`src/rtl/bomb_keypad.sv`:
```
// bomb_keypad: synchronises and debounces three active-low push-buttons, then
// serialises accepted presses into single-cycle, one-hot btn_pulse outputs.
// Optional auto-repeat while a key stays pressed: define BOMB_KEYPAD_AUTOREPEAT_EN.
module bomb_keypad #(
   parameter int unsigned DEBOUNCE_CYCLES = 500000,
   parameter int unsigned REPEAT_CYCLES   = 25000000
) (
   input  logic       clk,
   input  logic       async_reset,
   input  logic [2:0] key_n,
   output logic [2:0] btn_pulse,
   output logic [2:0] key_held
);

   localparam int unsigned   CW      = $clog2(DEBOUNCE_CYCLES + 1);
   localparam logic [CW-1:0] DEB_MAX = CW'(DEBOUNCE_CYCLES);
   localparam logic [CW-1:0] CNT_ONE = CW'(1);

   if (DEBOUNCE_CYCLES < 2) begin : g_bad_debounce
      $error("bomb_keypad: DEBOUNCE_CYCLES must be at least 2");
   end
   if (REPEAT_CYCLES < 1) begin : g_bad_repeat
      $error("bomb_keypad: REPEAT_CYCLES must be at least 1");
   end

   typedef enum logic [1:0] {
      S_RELEASED,
      S_PRESS_WAIT,
      S_PRESSED,
      S_RELEASE_WAIT
   } state_t;

   logic [2:0]    sync1_q, sync2_q;
   state_t        state_q [3];
   state_t        state_d [3];
   logic [CW-1:0] cnt_q   [3];
   logic [CW-1:0] cnt_d   [3];
   logic [2:0]    press_set;
   logic [2:0]    rep_set;
   logic [2:0]    grant;
   logic [2:0]    pending_q, pending_d;
   logic [2:0]    btn_pulse_q;
   logic [2:0]    key_held_q, key_held_d;

   // Two-flop synchroniser on the inverted (active-high) key levels.
   always_ff @(posedge clk or posedge async_reset) begin
      if (async_reset) begin
         sync1_q <= '0;
         sync2_q <= '0;
      end else begin
         sync1_q <= ~key_n;
         sync2_q <= sync1_q;
      end
   end

   // Per-key debounce state and counter registers.
   always_ff @(posedge clk or posedge async_reset) begin
      if (async_reset) begin
         for (int unsigned i = 0; i < 3; i++) begin
            state_q[i] <= S_RELEASED;
            cnt_q[i]   <= '0;
         end
      end else begin
         for (int unsigned i = 0; i < 3; i++) begin
            state_q[i] <= state_d[i];
            cnt_q[i]   <= cnt_d[i];
         end
      end
   end

   // Next-state: accept a level change only after DEBOUNCE_CYCLES matching samples.
   always_comb begin
      for (int unsigned i = 0; i < 3; i++) begin
         state_d[i] = state_q[i];
         cnt_d[i]   = cnt_q[i];
         case (state_q[i])
            S_RELEASED: begin
               if (sync2_q[i]) begin
                  state_d[i] = S_PRESS_WAIT;
                  cnt_d[i]   = CNT_ONE;
               end
            end
            S_PRESS_WAIT: begin
               if (!sync2_q[i]) begin
                  state_d[i] = S_RELEASED;
                  cnt_d[i]   = '0;
               end else if (cnt_q[i] >= DEB_MAX - CNT_ONE) begin
                  state_d[i] = S_PRESSED;
                  cnt_d[i]   = '0;
               end else begin
                  cnt_d[i]   = cnt_q[i] + CNT_ONE;
               end
            end
            S_PRESSED: begin
               if (!sync2_q[i]) begin
                  state_d[i] = S_RELEASE_WAIT;
                  cnt_d[i]   = CNT_ONE;
               end
            end
            S_RELEASE_WAIT: begin
               if (sync2_q[i]) begin
                  state_d[i] = S_PRESSED;
                  cnt_d[i]   = '0;
               end else if (cnt_q[i] >= DEB_MAX - CNT_ONE) begin
                  state_d[i] = S_RELEASED;
                  cnt_d[i]   = '0;
               end else begin
                  cnt_d[i]   = cnt_q[i] + CNT_ONE;
               end
            end
            default: begin
               state_d[i] = S_RELEASED;
               cnt_d[i]   = '0;
            end
         endcase
      end
   end

   // Outputs: press events, held level and lowest-index-first serialisation.
   always_comb begin
      press_set  = '0;
      key_held_d = '0;
      for (int unsigned i = 0; i < 3; i++) begin
         press_set[i]  = (state_q[i] == S_PRESS_WAIT) && (state_d[i] == S_PRESSED);
         key_held_d[i] = (state_d[i] == S_PRESSED) || (state_d[i] == S_RELEASE_WAIT);
      end
      grant     = pending_q & (~pending_q + 3'd1);
      // A set arriving in the same cycle as the grant of that bit survives.
      pending_d = (pending_q & ~grant) | press_set | rep_set;
   end

`ifdef BOMB_KEYPAD_AUTOREPEAT_EN
   localparam int unsigned    RCW     = $clog2(REPEAT_CYCLES + 1);
   localparam logic [RCW-1:0] REP_MAX = RCW'(REPEAT_CYCLES);
   localparam logic [RCW-1:0] REP_ONE = RCW'(1);

   logic [RCW-1:0] rep_q [3];
   logic [RCW-1:0] rep_d [3];

   // Repeat timer runs only while a key stays in PRESSED; cleared on entry.
   always_comb begin
      rep_set = '0;
      for (int unsigned i = 0; i < 3; i++) begin
         rep_d[i] = '0;
         if ((state_q[i] == S_PRESSED) && (state_d[i] == S_PRESSED)) begin
            if (rep_q[i] >= REP_MAX - REP_ONE) begin
               rep_set[i] = 1'b1;
            end else begin
               rep_d[i] = rep_q[i] + REP_ONE;
            end
         end
      end
   end

   // Repeat timer registers.
   always_ff @(posedge clk or posedge async_reset) begin
      if (async_reset) begin
         for (int unsigned i = 0; i < 3; i++) rep_q[i] <= '0;
      end else begin
         for (int unsigned i = 0; i < 3; i++) rep_q[i] <= rep_d[i];
      end
   end
`else
   assign rep_set = '0;
`endif

   // Serialiser and output registers.
   always_ff @(posedge clk or posedge async_reset) begin
      if (async_reset) begin
         pending_q   <= '0;
         btn_pulse_q <= '0;
         key_held_q  <= '0;
      end else begin
         pending_q   <= pending_d;
         btn_pulse_q <= grant;
         key_held_q  <= key_held_d;
      end
   end

   assign btn_pulse = btn_pulse_q;
   assign key_held  = key_held_q;

endmodule

```
`config.mk`:
```
export PLATFORM = sky130hd
export DESIGN_NAME = bomb_keypad
export DESIGN_NICKNAME = d
export VERILOG_FILES = /design/src/rtl/bomb_keypad.sv
export SDC_FILE = /design/constraint.sdc
export NUM_CORES = 1
export LEC_CHECK = 0
export BUFFER_PORTS_ARGS = -buffer_cell sky130_fd_sc_hd__buf_2
export CAP_MARGIN = 10
export CORE_MARGIN = 5
export CORE_UTILIZATION = 40
export DETAILED_ROUTE_END_ITERATION = 7
export MAX_ROUTING_LAYER = met4
export PLACE_DENSITY = 0.56
export SYNTH_ARGS = -nofsm -noshare
export SYNTH_HDL_FRONTEND = slang
export SYNTH_SLANG_ARGS = --single-unit
export TNS_END_PERCENT = 20
```
`constraint.sdc`:
```
create_clock -name clk -period 2.8 [get_ports clk]
set_input_delay 0.14 -clock clk [delete_from_list [all_inputs] [get_ports clk]]
set_output_delay 0.14 -clock clk [all_outputs]
set_load 0.02 [all_outputs]
```
== Yosys cells after proc, flatten, opt, wreduce, memory -nomap -nowiden ==
Index checks and enable logic that the tools add are counted.
W data, S select, Z words.

* Register bits: 78
* Input port bits: 5
* Output and inout port bits: 6
* Word-level logic and storage cells: 96

* Add/subtract/negate cells: 4
* Magnitude comparators: 3
* Equality and inequality tests: 21
* Muxes and demuxes: 39
* Bitwise gates (word level): 6
* Reduce and logical (&&, ||, !) cells: 12

{| class="wikitable"
|+ Operators by type and width
! kind !! count
|-
| $mux W19 || 15
|-
| $pmux W19 S4 || 3
|-
| $add A19 B1 Y19 const B || 3
|-
| $ge A19 B19 Y1 const B || 3
|-
| $mux W2 || 18
|-
| $eq A2 B2 Y1 const B || 12
|-
| $pmux W2 S4 || 3
|-
| $ne A2 B2 Y1 const B || 6
|-
| $not A3 Y3 || 3
|-
| $and A3 B3 Y3 || 2
|-
| $eq A2 B1 Y1 const B || 3
|-
| $logic_not A2 Y1 || 3
|-
| $reduce_and A2 Y1 || 3
|-
| $add A3 B1 Y3 const B || 1
|-
| $logic_and A1 B1 Y1 || 3
|-
| $logic_or A1 B1 Y1 || 3
|-
| $or A3 B3 Y3 || 1
|}

== Depth between registers and ports, before layout ==
* Word-level depth: 7
* Mapped depth: 8
* Mapped depth without buffers: 7

== Least setup slack after synthesis ==
No wires, ideal clock.

* Kind: reg-to-reg
* From: register cnt_q[5] (netlist bit)
* To: register key_held_q[2] (netlist: key_held[2])
* Library setup time: 125 ps
* Arrival: 2001 ps
* Required time: 2675 ps
* Path slack: 675 ps
* Stages on the path, launching flop included: 7
* Path buffers: 0
* Period minus slack after synthesis: 2125 ps
* Cell sequence: dfrtp_1 -> or4_1 -> a211oi_1 -> o21ai_1 -> or2_2 -> nand2_1 -> mux2_2

* Cells in the longest elaborated chain, start to end: 6
* Elaborated cells between the ends (all ways): 9
* Classes of those cells: 1 x order compare; 2 x eq/ne; 5 x mux; 1 x reduce/logical

{| class="wikitable"
|+ Ends and longest elaborated chain
! what !! RTL line !! RTL
|-
| start: declaration || 36 || <nowiki>logic [CW-1:0] cnt_q [3];</nowiki>
|-
| start signal: indexed assignment || 66 || <nowiki>cnt_q[i] <= cnt_d[i];</nowiki>
|-
| $ge A19 B19 Y1 (*) || 87, 104 ||
|-
| $mux W2, on equally long branches || 104, 87 ||
|-
| $mux W2, on equally long branches || 101, 84 ||
|-
| $pmux W2 S4 (*) || 76 || <nowiki>case (state_q[i])</nowiki>
|-
| $eq A2 B2 Y1 || 125 || <nowiki>key_held_d[i] = (state_d[i] == S_PRESSED) || (state_d[i] == S_RELEASE_WAIT);</nowiki>
|-
| $logic_or A1 B1 Y1 (*) || 125 ||
|-
| via key_held_d[2] || 43 || <nowiki>logic [2:0] key_held_q, key_held_d;</nowiki>
|-
| end signal: assignment || 176 || <nowiki>key_held_q <= key_held_d;</nowiki>
|-
| end: declaration || 43 ||
|}

Mark *: on every way through the listed nets, which the timed path passes. The rest lies on a longest branch.
A chain may end at the register's enable or synchronous reset.

== Worst setup path in the final report ==
* From: register cnt_q[26] (netlist bit)
* To: register cnt_q[29] (netlist bit)

* Cells in the longest elaborated chain, start to end: 4
* Elaborated cells between the ends (all ways): 6
* Classes of those cells: 1 x add/sub; 1 x order compare; 4 x mux

{| class="wikitable"
|+ Ends and longest elaborated chain
! what !! RTL line
|-
| $add A19 B1 Y19 / $ge A19 B19 Y1 (equally long branches) || -
|-
| $mux W19 (*) || 87, 104
|-
| $mux W19, on equally long branches || 101, 84
|-
| $pmux W19 S4 (*) || 76
|}

Every way passes the cells marked *; elsewhere a longest branch is shown, timed or not.

==> qor.csv <==
metric;value;unit
status;complete, no violations;
antenna_found_initial;0;
grt_use_total;14.02;%
synth_edf_count;0;
syn_inst;395;
areaGrowthSynthToFinish;10.86;%
ctsResizeCount;0;
skew;0.01191;ns
cts.sinks;77;
syn_area;3837;um2
p_leak;1.909;nW
route.detailed.drc;0;
seq_area_frac_synth;50.21;%
die_x;107.9;um
combPwrFrac;5.8;%
cp_top_family;simple AND/OR/NAND/NOR gates;
first_global_vias;2734;
rows;35;
drtIter0Drc;64;
seqPwrFrac;56.8;%
cts_buffers;9;
ys_types;52;
io_buffers;10;
gp_congestion;0.7687;
cts-htree-levels;3;
crit_path_max_fanout;12;
power.net_switching;514.6;uW
max-clock-path-buffers;2;
period_minus_slack;2.456;ns
ant_nets;0;
grt_pass1_wl;12680;um
clock_latency;0.35;ns
arrival;2.65;ns
max_freq;0.4071;GHz
finalSetupTns;0;ns
slowest_delay;0.62;ns
dieHeight;107.9;um
start_util;41.33;%
hp-class;input pin to async pin;
synth_commonest_cells;77 x dfrtp_1, 56 x nor2_1, 45 x nand2_1;
post-route-period-util;87.73;%
required;3.00;ns
total_power;2.041;mW
startpoint_type;flip-flop;
post_cts_buffers;0;
ys_async_sr_fraction;100.0;%
tightest_slew;0.7982;ns
yosys.cell_count.top_type;dfrtp_1;
setup_violations;0;
antennaDiodeCount;0;
final_net_count;425;
crit_top_cell;nor2_1;
die_area;11650;um2
power_density;479.8;nW/um2
path_class;flip-flop to flip-flop;
synth.top_cell.area_share;50.21;%
final_max_slew_viol_count;0;
cts_root_buffer;clkbuf_8;
endpoint_kind;flip-flop;
ys_top_cells_by_area;dfrtp_1 50%, xor2_1 7.1%, nor2_1 5.5%, nand2_1 4.4%, nand3_1 3.9%;
syn_avg_cell_area;9.715;um2
cap_viol_max_count;0;
cts_tree;yes;
ys.flop_type;dfrtp_1;
grt_max_degree;29;
drt_wl_total;7023;um
relSlewSlack;46.59;%
vias_per_cell;4.969;
core;9284;um2
hold_violations;0;
overflow;0;
ys_ff_latch;77;
path_cells;or4_4 -> nor4_1 -> a211oi_1 -> o211a_1 -> nor2_1 -> nor2_1;
p_clk_share;37.4;%
p_int;1.526;mW
drive_above_1_share;11.61;%
hpwl;4926;um
clk_pin_slew_worst_paths;0.09;ns
drt_pre_antenna_iters;4;
yosysTopAreaCell;dfrtp_1;
critPathSlowestCell;nor2_1;
ir_worst_vdd;0.2693;mV
syn_nets;403;
rsz0062_at_grt;false;
io_pins;11;
cts_hold_buffers;4;
vias;2738;
wire_per_inst;12.75;um
yosys_warnings;0;
crit_buf_inv;0;
sw_frac_of_total;25.21;%
[power groups by stage]
stage	clock network [mW]	registers, mW	logic (mW)
after detailed placement	0	1.18	0.118
after global routing	0.862	1.16	0.138
after global placement	0	1.18	0.115
final	0.764	1.16	0.118
after CTS	0.801	1.16	0.122
after floorplan	0	1.17	0.0916
[through the flow]
stage          hold WS, ns  cell area (um2)  util (%)  cells  setup slack (ns)
2_1_floorplan       0.1994             3837         -    395            0.6748
3_3_place_gp        0.1813             4033     43.44    531            0.3920
3_5_place_dp        0.1880             4033     43.44    531            0.3070
4_1_cts             0.3547             4254     45.82    551            0.3032
5_1_grt             0.3671             4254     45.82    551            0.1301
6_report            0.3489             4254     45.82    551            0.3435
[layout by cell type, fill, tap and decap left out, types with 3 or more instances in the layout]
cell and instances:
and4_1 6, a31oi_1 4, nand2_1 45, ha_1 3
dlygate4sd3_1 4, clkbuf_8 10, nand4_1 8, nand3_1 30
mux2_2 5, or3_1 5, a21oi_1 7, and3_1 11
xnor2_1 14, buf_2 10, nor2_1 56, o22ai_1 5
or2_2 3, nand2b_1 5, nor2b_1 4, buf_4 6
o21a_1 4, xor2_1 31, clkinv_2 3, o21ai_0 11
a22o_1 3, inv_1 8, a211oi_1 3, and2_1 4
nor3_1 4, dfrtp_1 77
[per-layer routing]
layer | global-route usage (%) | up-vias | wire (um)
met4 | 4.869 | 0 | 89
met1 | 18.23 | 1301 | 3506
met3 | 4.119 | 7 | 130
met2 | 20.96 | 18 | 3297
met5 | - | - | 0
li1 | - | 1412 | -
[sequential cells by signal, indices dropped and copies added, names as in the netlist]
name,cells
sync1_q,3
state_q,5
cnt_q,57
pending_q,3
key_held,3
sync2_q,3
btn_pulse,3
[cells by family (layout without fill, tap and decap cells)]
kind of cell,after synthesis,in the layout,share of synthesized area [%]
xor+xnor,45,45,10.27
mux,5,5,1.467
flops,77,77,50.21
fa+ha+maj,3,3,0.9783
simple gates,196,196,25.53
buf+inv,18,45,2.511
compound gates,51,51,9.032
[worst reg2reg max path: stages, from the launching register on]
cell and delay [ns]:
dfrtp_1 0.45, or4_4 0.54, nor4_1 0.27, a211oi_1 0.09, o211a_1 0.23, nor2_1 0.63
nor2_1 0.12
[final cells by class]
type                       count  area, um2
inverter                       9      35.03
clock inverter                 6      43.79
clock buffer                  10      137.6
fill                         928       5030
multi-input combinational    300       1814
timing repair buffer          20      135.1
tap                          129      161.4
sequential                    77       1927
[path summary, 6_finish.rpt]
| path | startpoint | end | slack, ns | depth (start not counted) |
|---|---|---|---|---|
| worst max register to register | cnt_q[26] | cnt_q[29] | 0.34 | 6 |
| worst min-delay path | async_reset | cnt_q[46] | 0.35 | 3 |
| worst max-delay path | cnt_q[26] | cnt_q[29] | 0.34 | 6 |
| max in group asynchronous | async_reset | cnt_q[16] | 1.72 | 4 |
| worst min register to register | sync1_q[0] | sync2_q[0] | 0.35 | 0 |
| min in group clk | sync1_q[0] | sync2_q[0] | 0.35 | 0 |
Power figures use the tool's default switching activity.
